===== src/rtl/acc_requant_drain_if.sv =====
// Bundle of the drain command, config and requantized output stream.
// Latency: n/a (wiring only).
// Backpressure: out_valid/out_ready on the output stream; start is a level sampled when idle.
// Ports: master = PE-array/consumer side, slave = drain block side.
interface acc_requant_drain_if #(
    parameter int NUM_PE      = 4,
    parameter int ACC_WIDTH   = 32,
    parameter int OUT_WIDTH   = 8,
    parameter int SCALE_WIDTH = 16,
    parameter int SHIFT_WIDTH = 5
) ();
    localparam int IDX_WIDTH = (NUM_PE > 1) ? $clog2(NUM_PE) : 1;

    logic                          start;
    logic [NUM_PE*ACC_WIDTH-1:0]   acc_vec;
    logic [ACC_WIDTH-1:0]          bias;
    logic [SCALE_WIDTH-1:0]        scale;
    logic [SHIFT_WIDTH-1:0]        shift;
    logic                          relu_en;
    logic                          clear_acc;
    logic                          busy;
    logic                          out_valid;
    logic                          out_ready;
    logic [OUT_WIDTH-1:0]          out_data;
    logic [IDX_WIDTH-1:0]          out_idx;
    logic                          out_last;
    logic                          done;

    modport master (
        output start, acc_vec, bias, scale, shift, relu_en, out_ready,
        input  clear_acc, busy, out_valid, out_data, out_idx, out_last, done
    );

    modport slave (
        input  start, acc_vec, bias, scale, shift, relu_en, out_ready,
        output clear_acc, busy, out_valid, out_data, out_idx, out_last, done
    );
endinterface


===== src/rtl/acc_requant_drain.sv =====
// Snapshots NUM_PE accumulators on start, pulses clear_acc, streams each through bias/scale/round/ReLU/sat to int8.
// Latency: first out_valid 2 cycles after the capture edge, then 1 element/cycle.
// Backpressure: out_ready low with out_valid high freezes stage 1, the output register and the issue index.
// Ports: i_clk, i_rst_n (async active-low), io_bus (slave side of acc_requant_drain_if).
module acc_requant_drain #(
    parameter int NUM_PE      = 4,
    parameter int ACC_WIDTH   = 32,
    parameter int OUT_WIDTH   = 8,
    parameter int SCALE_WIDTH = 16,
    parameter int SHIFT_WIDTH = 5
) (
    input  logic                 i_clk,
    input  logic                 i_rst_n,
    acc_requant_drain_if.slave   io_bus
);
    localparam int IDX_WIDTH  = (NUM_PE > 1) ? $clog2(NUM_PE) : 1;
    localparam int CNT_WIDTH  = $clog2(NUM_PE + 1);
    localparam int PROD_WIDTH = ACC_WIDTH + SCALE_WIDTH + 2;

    localparam logic [CNT_WIDTH-1:0] CNT_END  = CNT_WIDTH'(NUM_PE);
    localparam logic [IDX_WIDTH-1:0] IDX_LAST = IDX_WIDTH'(NUM_PE - 1);
    // Saturation limits expressed in the width of the rounded product.
    localparam logic signed [PROD_WIDTH:0] SAT_MAX =
        {{(PROD_WIDTH - OUT_WIDTH + 2){1'b0}}, {(OUT_WIDTH - 1){1'b1}}};
    localparam logic signed [PROD_WIDTH:0] SAT_MIN = ~SAT_MAX;

    typedef enum logic {ST_IDLE, ST_DRAIN} state_t;

    state_t                         r_state;
    logic [NUM_PE*ACC_WIDTH-1:0]    r_acc_vec;
    logic [ACC_WIDTH-1:0]           r_bias;
    logic [SCALE_WIDTH-1:0]         r_scale;
    logic [SHIFT_WIDTH-1:0]         r_shift;
    logic                           r_relu;
    logic [CNT_WIDTH-1:0]           r_iss_cnt;
    logic                           r_s1_vld;
    logic signed [PROD_WIDTH-1:0]   r_s1_prod;
    logic [IDX_WIDTH-1:0]           r_s1_idx;
    logic                           r_clear;
    logic                           r_busy;
    logic                           r_out_vld;
    logic [OUT_WIDTH-1:0]           r_out_dat;
    logic [IDX_WIDTH-1:0]           r_out_idx;
    logic                           r_out_last;
    logic                           r_done;

    logic                           w_adv;
    logic                           w_hs;
    logic [IDX_WIDTH-1:0]           w_iss_idx;
    logic [ACC_WIDTH-1:0]           w_acc;
    logic signed [ACC_WIDTH:0]      w_sum;
    logic signed [PROD_WIDTH-1:0]   w_prod;
    logic signed [PROD_WIDTH:0]     w_rnd;
    logic signed [PROD_WIDTH:0]     w_rsum;
    logic signed [PROD_WIDTH:0]     w_shifted;
    logic [OUT_WIDTH-1:0]           w_out;

    assign w_adv     = !r_out_vld || io_bus.out_ready;
    assign w_hs      = r_out_vld && io_bus.out_ready;
    assign w_iss_idx = r_iss_cnt[IDX_WIDTH-1:0];
    assign w_acc     = r_acc_vec[w_iss_idx*ACC_WIDTH +: ACC_WIDTH];

    // Stage 1 datapath: one extra bit on the sum so bias cannot wrap; the
    // product width covers the full signed x unsigned range exactly.
    assign w_sum  = $signed({w_acc[ACC_WIDTH-1], w_acc}) + $signed({r_bias[ACC_WIDTH-1], r_bias});
    assign w_prod = $signed({{(PROD_WIDTH-ACC_WIDTH-1){w_sum[ACC_WIDTH]}}, w_sum})
                  * $signed({{(PROD_WIDTH-SCALE_WIDTH){1'b0}}, r_scale});

    // Stage 2 datapath: half-LSB (1<<(shift-1), zero when shift==0) added
    // before the arithmetic shift gives round-half-up.
    assign w_rnd     = $signed(({{PROD_WIDTH{1'b0}}, 1'b1} << r_shift) >> 1);
    assign w_rsum    = $signed({r_s1_prod[PROD_WIDTH-1], r_s1_prod}) + w_rnd;
    assign w_shifted = w_rsum >>> r_shift;

    always_comb begin
        w_out = w_shifted[OUT_WIDTH-1:0];
        if (r_relu && w_shifted[PROD_WIDTH]) begin
            w_out = '0;
        end else if (w_shifted > SAT_MAX) begin
            w_out = SAT_MAX[OUT_WIDTH-1:0];
        end else if (w_shifted < SAT_MIN) begin
            w_out = SAT_MIN[OUT_WIDTH-1:0];
        end
    end

    always_ff @(posedge i_clk or negedge i_rst_n) begin
        if (!i_rst_n) begin
            r_state    <= ST_IDLE;
            r_acc_vec  <= '0;
            r_bias     <= '0;
            r_scale    <= '0;
            r_shift    <= '0;
            r_relu     <= 1'b0;
            r_iss_cnt  <= '0;
            r_s1_vld   <= 1'b0;
            r_s1_prod  <= '0;
            r_s1_idx   <= '0;
            r_clear    <= 1'b0;
            r_busy     <= 1'b0;
            r_out_vld  <= 1'b0;
            r_out_dat  <= '0;
            r_out_idx  <= '0;
            r_out_last <= 1'b0;
            r_done     <= 1'b0;
        end else begin
            r_clear <= 1'b0;
            r_done  <= 1'b0;
            case (r_state)
                ST_IDLE: begin
                    if (io_bus.start) begin
                        r_acc_vec <= io_bus.acc_vec;
                        r_bias    <= io_bus.bias;
                        r_scale   <= io_bus.scale;
                        r_shift   <= io_bus.shift;
                        r_relu    <= io_bus.relu_en;
                        r_iss_cnt <= '0;
                        r_s1_vld  <= 1'b0;
                        r_clear   <= 1'b1;
                        r_busy    <= 1'b1;
                        r_state   <= ST_DRAIN;
                    end
                end
                ST_DRAIN: begin
                    if (w_adv) begin
                        if (r_iss_cnt < CNT_END) begin
                            r_s1_prod <= w_prod;
                            r_s1_idx  <= w_iss_idx;
                            r_iss_cnt <= r_iss_cnt + 1'b1;
                            r_s1_vld  <= 1'b1;
                        end else begin
                            r_s1_vld  <= 1'b0;
                        end
                        r_out_vld  <= r_s1_vld;
                        r_out_dat  <= w_out;
                        r_out_idx  <= r_s1_idx;
                        r_out_last <= (r_s1_idx == IDX_LAST);
                    end
                    // Only the last element can be in flight here, so the
                    // advance above has already emptied the pipeline.
                    if (w_hs && r_out_last) begin
                        r_state <= ST_IDLE;
                        r_busy  <= 1'b0;
                        r_done  <= 1'b1;
                    end
                end
                default: r_state <= ST_IDLE;
            endcase
        end
    end

    assign io_bus.clear_acc = r_clear;
    assign io_bus.busy      = r_busy;
    assign io_bus.out_valid = r_out_vld;
    assign io_bus.out_data  = r_out_dat;
    assign io_bus.out_idx   = r_out_idx;
    assign io_bus.out_last  = r_out_last;
    assign io_bus.done      = r_done;
endmodule


===== src/flat_wrapper.sv =====
// flat-port wrapper written by rule: the top's interface ports become plain ports
module acc_requant_drain_flat 
#(
    parameter int NUM_PE      = 4,
    parameter int ACC_WIDTH   = 32,
    parameter int OUT_WIDTH   = 8,
    parameter int SCALE_WIDTH = 16,
    parameter int SHIFT_WIDTH = 5
)
  (i_clk, i_rst_n, io_bus_start, io_bus_acc_vec, io_bus_bias, io_bus_scale, io_bus_shift, io_bus_relu_en, io_bus_out_ready, io_bus_clear_acc, io_bus_busy, io_bus_out_valid, io_bus_out_data, io_bus_out_idx, io_bus_out_last, io_bus_done);
  acc_requant_drain_if #(.NUM_PE(NUM_PE), .ACC_WIDTH(ACC_WIDTH), .OUT_WIDTH(OUT_WIDTH), .SCALE_WIDTH(SCALE_WIDTH), .SHIFT_WIDTH(SHIFT_WIDTH)) io_bus_i ();
  input  logic i_clk;
  input  logic i_rst_n;
  input wire logic [$bits(io_bus_i.start)-1:0] io_bus_start;
  input wire logic [$bits(io_bus_i.acc_vec)-1:0] io_bus_acc_vec;
  input wire logic [$bits(io_bus_i.bias)-1:0] io_bus_bias;
  input wire logic [$bits(io_bus_i.scale)-1:0] io_bus_scale;
  input wire logic [$bits(io_bus_i.shift)-1:0] io_bus_shift;
  input wire logic [$bits(io_bus_i.relu_en)-1:0] io_bus_relu_en;
  input wire logic [$bits(io_bus_i.out_ready)-1:0] io_bus_out_ready;
  output wire logic [$bits(io_bus_i.clear_acc)-1:0] io_bus_clear_acc;
  output wire logic [$bits(io_bus_i.busy)-1:0] io_bus_busy;
  output wire logic [$bits(io_bus_i.out_valid)-1:0] io_bus_out_valid;
  output wire logic [$bits(io_bus_i.out_data)-1:0] io_bus_out_data;
  output wire logic [$bits(io_bus_i.out_idx)-1:0] io_bus_out_idx;
  output wire logic [$bits(io_bus_i.out_last)-1:0] io_bus_out_last;
  output wire logic [$bits(io_bus_i.done)-1:0] io_bus_done;
  assign io_bus_i.start = io_bus_start;
  assign io_bus_i.acc_vec = io_bus_acc_vec;
  assign io_bus_i.bias = io_bus_bias;
  assign io_bus_i.scale = io_bus_scale;
  assign io_bus_i.shift = io_bus_shift;
  assign io_bus_i.relu_en = io_bus_relu_en;
  assign io_bus_i.out_ready = io_bus_out_ready;
  assign io_bus_clear_acc = io_bus_i.clear_acc;
  assign io_bus_busy = io_bus_i.busy;
  assign io_bus_out_valid = io_bus_i.out_valid;
  assign io_bus_out_data = io_bus_i.out_data;
  assign io_bus_out_idx = io_bus_i.out_idx;
  assign io_bus_out_last = io_bus_i.out_last;
  assign io_bus_done = io_bus_i.done;
  acc_requant_drain #(.NUM_PE(NUM_PE), .ACC_WIDTH(ACC_WIDTH), .OUT_WIDTH(OUT_WIDTH), .SCALE_WIDTH(SCALE_WIDTH), .SHIFT_WIDTH(SHIFT_WIDTH)) u_core (.i_clk(i_clk), .i_rst_n(i_rst_n), .io_bus(io_bus_i));
endmodule

===== config.mk =====
export PLATFORM = sky130hd
export DESIGN_NAME = acc_requant_drain_flat
export DESIGN_NICKNAME = d
export VERILOG_FILES = /design/src/rtl/acc_requant_drain_if.sv /design/src/rtl/acc_requant_drain.sv /design/src/flat_wrapper.sv
export SDC_FILE = /design/constraint.sdc
export NUM_CORES = 2
export LEC_CHECK = 0
export BUFFER_PORTS_ARGS = -buffer_cell sky130_fd_sc_hd__buf_2
export CAP_MARGIN = 30
export CORE_MARGIN = 2
export CORE_UTILIZATION = 45
export DETAILED_ROUTE_END_ITERATION = 7
export GPL_TIMING_DRIVEN = 0
export RECOVER_POWER = 50
export SLEW_MARGIN = 20
export SYNTH_ARGS = -nofsm -noshare
export SYNTH_HDL_FRONTEND = slang
export SYNTH_SLANG_ARGS = --single-unit

===== constraint.sdc =====
create_clock -name i_clk -period 22.4 [get_ports i_clk]
set_clock_uncertainty 0.05 [all_clocks]
set_input_delay 4.48 -clock i_clk [delete_from_list [all_inputs] [get_ports i_clk]]
set_output_delay 4.48 -clock i_clk [all_outputs]
set_load 0.1 [all_outputs]

* After elaboration in Yosys (flattened, before gate mapping)
Index checks and enable logic that the tools add are counted.
Storage, ports and cells: logic and storage cells 64, output and inout bits 15, bits of input ports 186, bits in registers 254
Operators by class: multiply operators 1, bitwise gates (word level) 1, magnitude comparators 3, reductions and logical operators 11, equality and inequality tests 5, shift operators 3, $add $sub $neg 3, muxes and demuxes 20
Operators with widths (number):
- variable part select 128 x 8 -> 32 bit | 1
- adder 50 x 51 -> 51 bit | 1
- greater-than comparator 51 x 8 -> 1 bit, second input constant | 1
- < comparator 51 x 8 -> 1 bit, second input constant | 1
- left shift 1 x 5 -> 51 bit, first input constant | 1
- >>> shifter 51 x 5 -> 51 bit | 1
- multiplier 33 x 17 -> 50 bit | 1
- adder 32 x 32 -> 33 bit | 1
- two-way mux 8 bit | 3
- two-way mux 1 bit | 10
- two-way mux 3 bit | 3
- != test 2 bit, second input constant | 4
- AND reduction 2 bit | 4
- case mux 1 bit (2 select lines) | 3
- case mux 3 bit (2 select lines) | 1
- AND reduction 3 bit | 2
- adder 3 x 1 -> 3 bit, second input constant | 1
- logical AND 1 bit | 3
- < comparator 3 bit, second input constant | 1
- == test 2 bit, second input constant | 1
- zero test 1 bit | 1
- logical OR 1 bit | 1
- NOT 1 bit | 1

* Depth between registers and ports, before layout
depth after elaboration 7, mapped depth 45, mapped depth without buffers 43

* Worst setup path after synthesis
Ideal clock, no wire load.
kind flip-flop to flip-flop, start register u_core.r_iss_cnt[0], end register u_core.r_s1_prod[46], buffers on the path 3, arrival time 10106 ps, cell stages (with the launch flop) 41, period minus slack after synthesis 10289 ps, path slack 12111 ps, setup time 133 ps, data required time 22217 ps, cell sequence dfrtp_1 -> clkbuf_1 -> buf_1 -> mux4_2 -> ha_1 -> o21ai_0 -> a21boi_0 -> o21ai_0 -> a21oi_1 -> o21a_1 -> o21a_1 -> o21ai_0 -> a31o_2 -> o21ba_2 -> a211o_1 -> and2_1 -> a21oi_1 -> xor2_1 -> [... 5 more ...] -> inv_1 -> fa_1 -> fa_1 -> inv_1 -> fa_1 -> inv_1 -> ha_1 -> a21o_1 -> a21o_1 -> a21oi_1 -> nand2_1 -> o21a_1 -> a211o_1 -> a21o_1 -> a21o_1 -> a21oi_1 -> xor2_1 -> o21ai_0
On the way: longest elaborated chain between the ends 3, elaborated cells between the ends (all ways) 5, classes of those cells add/sub (1); mul (1); order compare (1); shift (1); reduce/logical (1)
RTL lines:
- start: declaration | line acc_requant_drain.sv:35 | logic [CNT_WIDTH-1:0] r_iss_cnt;
- start signal: assignment | line acc_requant_drain.sv:128 | r_iss_cnt <= r_iss_cnt + 1'b1;
- variable part select 128 x 8 -> 32 bit | line acc_requant_drain.sv:61 | assign w_acc = r_acc_vec[w_iss_idx*ACC_WIDTH +: ACC_WIDTH];
- adder 32 x 32 -> 33 bit | line acc_requant_drain.sv:65 | assign w_sum = $signed({w_acc[ACC_WIDTH-1], w_acc}) + $signed({r_bias[ACC_WIDTH-1], r_bias});
- multiplier 33 x 17 -> 50 bit | line acc_requant_drain.sv:67 | * $signed({{(PROD_WIDTH-SCALE_WIDTH){1'b0}}, r_scale});
- end signal: assignment | line acc_requant_drain.sv:126 | r_s1_prod <= w_prod;
- end: declaration | line acc_requant_drain.sv:37 | logic signed [PROD_WIDTH-1:0] r_s1_prod;
Parallel ways exist; a longest one is shown, timed or not. A chain may end at the register's enable or synchronous reset.

==> metrics <==
outcome=finished with violations; violated checks=max-capacitance violations, max-slew violations; highest signal layer in the routed design=met5; relative area change from synthesis to final layout=9.77%; worst reg2reg startpoint=u_core.r_iss_cnt[0]; maximum root-to-sink buffer count=3; starting density of the core=0.453; summed negative setup slack over all endpoints=0 ps; first-pass GRT wire length=roughly 200 mm; Worst Path Max Fanout=between 80 and 90; number of primary I/O pins=approximately 200; WL/cell=around 23 um; number of endpoints failing setup at the final stage=0; total of cells resized after clock tree synthesis=0; Hold Path Origin=u_core.io_bus.out_idx[0]; total length of routed met2 wires=about 62 mm; final hold slack=approximately 420 ps; ANT nets after route=0; total number of placement rows=between 100 and 150; CP Class=in2async; worst path bufs/invs=4; combined area of all synthesized cells=approximately 37000 um2; Min-Delay Path Class=reg2reg; final instance area=40800 um2; Crit path top cell by count=sky130_fd_sc_hd__clkbuf_1; register bit count reported by yosys=254; utilization after layout=0.498; critical path's top delay family=buffers and inverters; maximum capacitance violations=3; sequential element share of the synthesized area=0.171; CP endpoint kind=async pin; DIE WIDTH=just under 300 um; total number of clock tree sinks=roughly 250; clock tree from TritonCTS=built; synthesized area per cell=8.39 um2; leading area contributor after synthesis=sky130_fd_sc_hd__fa_1; fraction of synthesized cell area taken by the top area cell type=0.272; H-tree levels=2; slowest stage cell, crit path=sky130_fd_sc_hd__clkbuf_1; DRC Markers=0; Detail Placement HPWL=approximately 110 mm; overflow left after global routing=0; Synth warnings=0; slew at the pin with the worst max-slew slack=4920 ps; layout net count=approximately 5600; clock insertion delay at the later pin of the skew report=around 580 ps; WL met3=roughly 11 mm; arrival time at the worst endpoint=roughly 15000 ps; Clock Pin Slew Worst Setup and Hold Paths=about 60 ps; top area cells in the synthesized netlist=sky130_fd_sc_hd__fa_1 (27%), sky130_fd_sc_hd__dfrtp_1 (17%), sky130_fd_sc_hd__nand2_1 (11%); syn_nets=5306; number of enable flip-flop cells after synthesis=0; final worst-path cycle share=0.699; number of filler cells placed in the layout=8194; number of pins with negative max-slew slack in the final report=250; most common cell after layout, fill and taps aside=sky130_fd_sc_hd__nand2_1; die outline height=between 200 and 300 um; number of antenna violations at the first check in global routing=9; Setup Buffers After CTS=0; total placed instance area=between 30000 and 40000 um2; final routed wirelength across all metal layers=between 100 and 150 mm; number of detailed-routing iterations run before antenna repair=7; detail-routed via count per cell=5.66; RSZ-0062 raised after global routing=false; global routing usage summed across all routing layers=0.317; Hold-fix buffers, CTS=0; maximum cell stage delay along the critical path=3440 ps; vias after detailed routing=approximately 33000; number of DRC markers after the initial detailed-route iteration=about 2600; distinct cell type count of the synthesized netlist=112; Slew HR=-2.28; time the final worst path needs with I/O delays and setup=roughly 16000 ps; maximum number of pins on one net before global-route repair=84; Placer Congestion=a little over 1; number of buffers added on ports=200; number of hold-slack violations in the final timing report=0; DIE AREA=84900 um2; endpoint required time on the critical path=22010 ps; main flop type after synthesis=sky130_fd_sc_hd__dfrtp_1; number of global-route vias before repair=around 34000; Std-Cell Core Area=slightly above 80000 um2; async set-or-reset flop fraction in the synthesized netlist=1.00; fraction of layout cells with a size suffix above 1=0.0922; Routed met1 length=around 53 mm; CP startpoint kind=input port; Clock Root Buffer=sky130_fd_sc_hd__clkbuf_16; maximum frequency from static timing analysis=63.9 MHz; gate count after technology mapping=between 4000 and 5000; commonest non-fill, non-tap cells in the layout=sky130_fd_sc_hd__nand2_1 (1084), sky130_fd_sc_hd__inv_1 (605), sky130_fd_sc_hd__fa_1 (505), sky130_fd_sc_hd__dfrtp_1 (254), sky130_fd_sc_hd__buf_2 (223); CP Cell Sequence=clkbuf_1 > clkbuf_1 > clkbuf_1 > clkbuf_1; clock buffer count from CTS=34; first element of the critical path=i_rst_n
worst min-delay path: stages, from the launching register on:
cell and delay [ps]:
sky130_fd_sc_hd__dfrtp_1 330, sky130_fd_sc_hd__nand2_1 50, sky130_fd_sc_hd__nand2_1 50
cells in the mapped netlist (all sizes together) (31+ instances only):
library cell,count
a21oi,152
nor3,46
xnor2,58
o211ai,31
o21ai,134
nor2,170
a21o,55
ha,183
inv,606
mux2i,34
xor2,49
fa,505
and2,210
nand2,1085
nand4,43
dfrtp,254
a211oi,47
mux4,44
nand3,52
buf,54
clkbuf,195
cell families after synthesis:
| logic type | count (synthesis) | share of synthesized area |
|---|---|---|
| simple gates | 1758 | 0.213 |
| buf+inv | 858 | 0.0887 |
| fa+ha+maj | 688 | 0.334 |
| compound gates | 668 | 0.126 |
| flops | 254 | 0.171 |
| xor+xnor | 107 | 0.0252 |
| mux | 99 | 0.0422 |
area by class of cell:
type,count,area (um2),area share
clock inverter,16,210,0.00515
buffer,249,1010,0.0248
antenna,6,15.0,0.000368
multi-input combinational,3320,27500,0.675
sequential,254,6360,0.156
tap,1070,1340,0.0328
inverter,609,2290,0.0560
clock buffer,46,966,0.0237
timing repair buffer,213,1090,0.0268
flip-flops by register name, indices dropped and copies added, names as in the netlist, 2 cells and up:
| name | count |
|---|---|
| u_core.r_scale | 16 |
| u_core.r_s1_idx | 2 |
| u_core.io_bus.out_data | 8 |
| u_core.r_s1_prod | 50 |
| u_core.r_acc_vec | 128 |
| u_core.r_iss_cnt | 3 |
| u_core.io_bus.out_idx | 2 |
| u_core.r_shift | 5 |
| u_core.r_bias | 32 |
path summary, 6_finish.rpt:
path / end / slack (ps) / depth (start not counted)
worst max-delay path: u_core.r_acc_vec[115] / 6740 / 4
worst min-delay path: u_core.io_bus.out_idx[0] / 420 / 2
max in group i_clk: u_core.r_s1_prod[46] / 9810 / 38
worst max register to register: u_core.r_s1_prod[46] / 9810 / 38
min in group asynchronous: u_core.r_s1_prod[9] / 3850 / 1
worst min register to register: u_core.io_bus.out_idx[0] / 420 / 2
per-stage QoR:
stage,setup WS (ps),std cells
6_report,6740,5783
5_1_grt,4650,5778
4_1_cts,9730,5772
3_5_place_dp,9750,5710
3_3_place_gp,9530,5702
2_1_floorplan,12110,4432
per-layer routing:
metal / up-vias / track usage
met5: - / 0
met4: 12 / 0.151
met3: 355 / 0.0583
met2: 1503 / 0.525
met1: 16000 / 0.402
li1: 14800 / -
Power is left out: the tool's default activity adds up to more than one toggle a clock period on the data nets, which glitch-free logic cannot reach.
